## config.mk

```make
export PLATFORM = sky130hd
export DESIGN_NAME = seq_next
export DESIGN_NICKNAME = d
export VERILOG_FILES = /design/src/rtl/seq_pkg.sv /design/src/rtl/seq_next.sv
export SDC_FILE = /design/constraint.sdc
export NUM_CORES = 1
export LEC_CHECK = 0
export CORE_AREA = 5 5 42 44
export DETAILED_ROUTE_END_ITERATION = 7
export DIE_AREA = 0 0 47 49
export GPL_ROUTABILITY_DRIVEN = 0
export PLACE_DENSITY = 0.3
export SETUP_SLACK_MARGIN = 0.4
export SLEW_MARGIN = 20
export SYNTH_ARGS = -nofsm -noshare
export SYNTH_HDL_FRONTEND = slang
export SYNTH_SLANG_ARGS = --single-unit
```

## constraint.sdc

```tcl
create_clock -name vclk -period 1.3
set_input_delay 0.195 -clock vclk [all_inputs]
set_output_delay 0.195 -clock vclk [all_outputs]
set_load 0.01 [all_outputs]
```

## src/rtl/seq_pkg.sv

```systemverilog
// seq_pkg: shared definitions for the 4-bit pseudo-random count sequence
// 1,3,5,0,2,4,6,7,8,9,A,F,E,D,C,B (then back to 1).
// Contents:
//   seq_state_e : checker FSM encoding (IDLE=0, SEARCH=1, LOCKED=2, 3 unused)
//   SEQ_START   : first value of the sequence, also the reset value of prev
//   succ()      : successor of any 4-bit value along the sequence
package seq_pkg;

   typedef enum logic [1:0] {
      IDLE      = 2'd0,
      SEARCH    = 2'd1,
      LOCKED    = 2'd2,
      ST_UNUSED = 2'd3
   } seq_state_e;

   localparam logic [3:0] SEQ_START = 4'h1;

   // Every 4-bit value appears exactly once in the cycle, so the table is
   // total and B wraps back to the start value.
   function automatic logic [3:0] succ(input logic [3:0] x);
      logic [3:0] r;
      r = SEQ_START;
      case (x)
         4'h1: r = 4'h3;
         4'h3: r = 4'h5;
         4'h5: r = 4'h0;
         4'h0: r = 4'h2;
         4'h2: r = 4'h4;
         4'h4: r = 4'h6;
         4'h6: r = 4'h7;
         4'h7: r = 4'h8;
         4'h8: r = 4'h9;
         4'h9: r = 4'hA;
         4'hA: r = 4'hF;
         4'hF: r = 4'hE;
         4'hE: r = 4'hD;
         4'hD: r = 4'hC;
         4'hC: r = 4'hB;
         4'hB: r = 4'h1;
      endcase
      return r;
   endfunction

endpackage

```

## src/rtl/seq_next.sv

```systemverilog
// seq_next: combinational successor lookup for the count sequence.
// Ports:
//   cur : current sequence value
//   nxt : value that must follow cur
module seq_next
   import seq_pkg::*;
(
   input  logic [3:0] cur,
   output logic [3:0] nxt
);

   assign nxt = succ(cur);

endmodule

```

Word-level counts from Yosys, hierarchy flattened
Memories as Yosys holds them, arrays and structs flattened. Cells that the tools add are included.

Flip-flop bits (word level): 0. Bits in read-only memories: 64. Bits of input ports: 4. Output and inout port bits: 4. Word-level logic and storage cells: 1. Memories: 1.

Memories: (name not given) (depth 16, width 4, read ports 1, clocked after memory_dff 0, wr ports 0, RTL line seq_pkg.sv:23) `case (x)`.

Longest topological paths before layout
An unclocked memory read counts as a cell.

Depth after elaboration: 1. Mapped depth: 5. Gate-level depth less buffers: 5.

Worst setup path after synthesis
OpenSTA, ideal clock, no wires.

Path type: in2out. From: in cur[0]. To: out nxt[1]. Data arrival time: 0.891 ns. Slack: 0.214 ns. Stages: 5. Cells stage by stage: inv_1 ha_1 mux2i_1 nor2_1 a21oi_1.

Longest elaborated chain between the ends: 1.

Ends and longest elaborated chain: start, declared (RTL line seq_next.sv:8) `input logic [3:0] cur,`; $mem_v2 Z16 W4; end, declared (RTL line seq_next.sv:9) `output logic [3:0] nxt`.

No other way between the ends.

Worst setup path in the final report
Same ends and word-level chain as after synthesis.

==> qor.yml <==
synth:
  yosys.cell_types.count: 13
  synth_top_family_by_area: "adder cells"
  synth-xor-area-share_pct: 5.932
  syn_inst: 20
  synth-compound-area-share_pct: 22.88
  syn_avg_cell_area_um2: 7.382
  yosysTopAreaCell: "ha_1"
  yosys-top-cells-count: "3 x ha_1, 3 x inv_1, 2 x a21oi_1, 2 x mux2i_1, 2 x o21ai_1"
  ys_seq_area_share_pct: 0
  synth_fp_nets: 27
  synth_simple_gate_area_share_pct: 9.322
  muxShareOfSynthArea_pct: 21.19
  synth_area_leaders: "ha_1 25%, mux2i_1 14%, buf_6 7.6%, inv_1 7.6%, mux2_2 7.6%"
  synth-adder-area-share_pct: 25.42
  yosysTopAreaCellShare_pct: 25.42
  yosysWarnings: 0
  synth_area_um2: 147.6
setup_path:
  cp-start-kind: "input pin"
  cp.arrival_ns: 1.06
  crit_start: "cur[0]"
  end_kind: "output pin"
  cp_max_fo: 5
  crit_type: "input pin to output pin"
  required_ns: 1.11
routing:
  drtAntennaViolNets: 0
  drt_iter0_markers: 0
  firstDrtPassIters: 1
  drc: 0
  drt-total-wl_um: 429
  num_vias: 174
  wl_per_cell_um: 8.938
  viasPerCell: 3.625
sta:
  slew_viol_final: 0
  setup-violations-final: 0
  max_freq_ghz: 0.7950
  tightest_slew_ns: 0.2235
  finalSetupTns_ns: 0
  fin_crit_sh_pct: 96.76
  rsz0062_at_grt: "true"
  fin_crit_ns: 1.258
  hold_violations: 0
  slew_headroom_pct: 85.10
cells_and_area:
  seq_cells: 0
  drive_gt1_share_pct: 59.38
  final_nets: 41
  area_growth_pct: 100.8
  num_antenna_cells: 0
  final_cell_area_um2: 296.5
  multi_input_area_um2: 147.6
  fill_cells: 164
  regArea_um2: 0
  num-clock-buffers: 0
clock_network:
  holdBufCountCts: 0
grt:
  grt-busiest-layer: "met2"
  grtUsageMet1_pct: 5.000
  grt_pass1_vias: 167
  antenna_found_initial: 0
  grt_use_met3_pct: 0
  grt_remaining_overflow: 0
  grt_pass1_wl_um: 724
  track_usage_pct: 3.930
  grt_max_degree: 9
  grt_use_met2_pct: 7.466
floorplanning:
  rows: 14
  die_x_um: 47
  initial_core_util_pct: 10.54
  io_pins: 8
  coreArea_mm2: 0.001401
  die_y_um: 49
  dieArea_mm2: 0.002303
power_and_ir_drop:
  peakVddDrop_v: 0.00007798
  p_leak_nw: 0.1436
  power_uw: 98.32
  powerDensity_mw_per_mm2: 331.6
min_path:
  min_from: "cur[1]"
  min_path_type: "input pin to output pin"
run:
  max_cap_viol_count: 0
placement:
  dpl_cell_area_um2: 289.0
  io_buffers: 8
  place_hpwl_um: 338.8
run_status:
  status: "finished, final reports clean"
## through the flow
step | worst slack (ns) | utilization, % | std cells | hold WS [ns]
after floorplan | 0.3703 | - | 20 | 0.4364
after global routing | -0.009101 | 21.16 | 48 | 0.8164
after detailed placement | -0.7995 | 20.63 | 46 | 1.516
after CTS | 0.03346 | 20.54 | 48 | 0.7872
final | 0.04211 | 21.16 | 48 | 0.7826
after global placement | -0.8038 | 20.63 | 46 | 1.517
## cells by family (layout without fill, tap and decap cells)
group                      count (synthesis)  after routing
xor gates and xnor gates                   1              1
and+or+nand+nor                            3              3
buffers and inverters                      4             16
muxes                                      3              3
adders and majority gates                  3              3
AOI/OAI and AO/OA                          6              6
## cell type report
cell class	count	share of cell area [%]
timing repair buffer	13	35.44
tap	16	6.751
multi-input combinational	16	49.79
inverter	3	8.017
## repair_timing
item / 4_1_cts / 5_1_grt
gates resized for setup: 34 / 2
pin swaps: 3 / 3
endpoints found under the setup margin: 4 / 4
cloned: 0 / 0
setup buffers: 2 / 0
## metal layers
metal	share of wire, %	up-vias
met3	2.8	0
met4	0	0
met1	38	79
li1	-	91
met5	0	-
met2	59	4
## worst paths after layout
check	end	slack, ns	depth (start not counted)
max	nxt[1]	0.04	8
min	nxt[2]	0.78	4
## worst max-delay path, stage by stage
cell      delay, ns
buf_6          0.09
buf_8          0.12
clkinv_8       0.04
ha_4           0.18
mux2i_1        0.13
nor2_1         0.07
a21oi_2        0.10
buf_2          0.13
## power by group
group	switching [mW]	internal, mW	total, mW	leakage [nW]
Sequential	0	0	0	0
Clock	0	0	0	0
Combinational	0.0467	0.0516	0.0983	0.144
## layout by cell type (no fill, tap or decap)
master	count
mux2i_1	2
ha_4	1
dlygate4sd2_1	1
nand2_1	1
ha_2	1
buf_2	5
nor2_1	1
xor2_1	1
buf_6	3
a211o_1	1
a21oi_1	1
buf_8	1
buf_4	3
nor2_2	1
ha_1	1
clkinv_8	1
inv_1	2
a21oi_2	1
o21ai_1	2
o21ai_2	1
mux2_2	1
No activity file was read; power rests on OpenSTA's default activity.
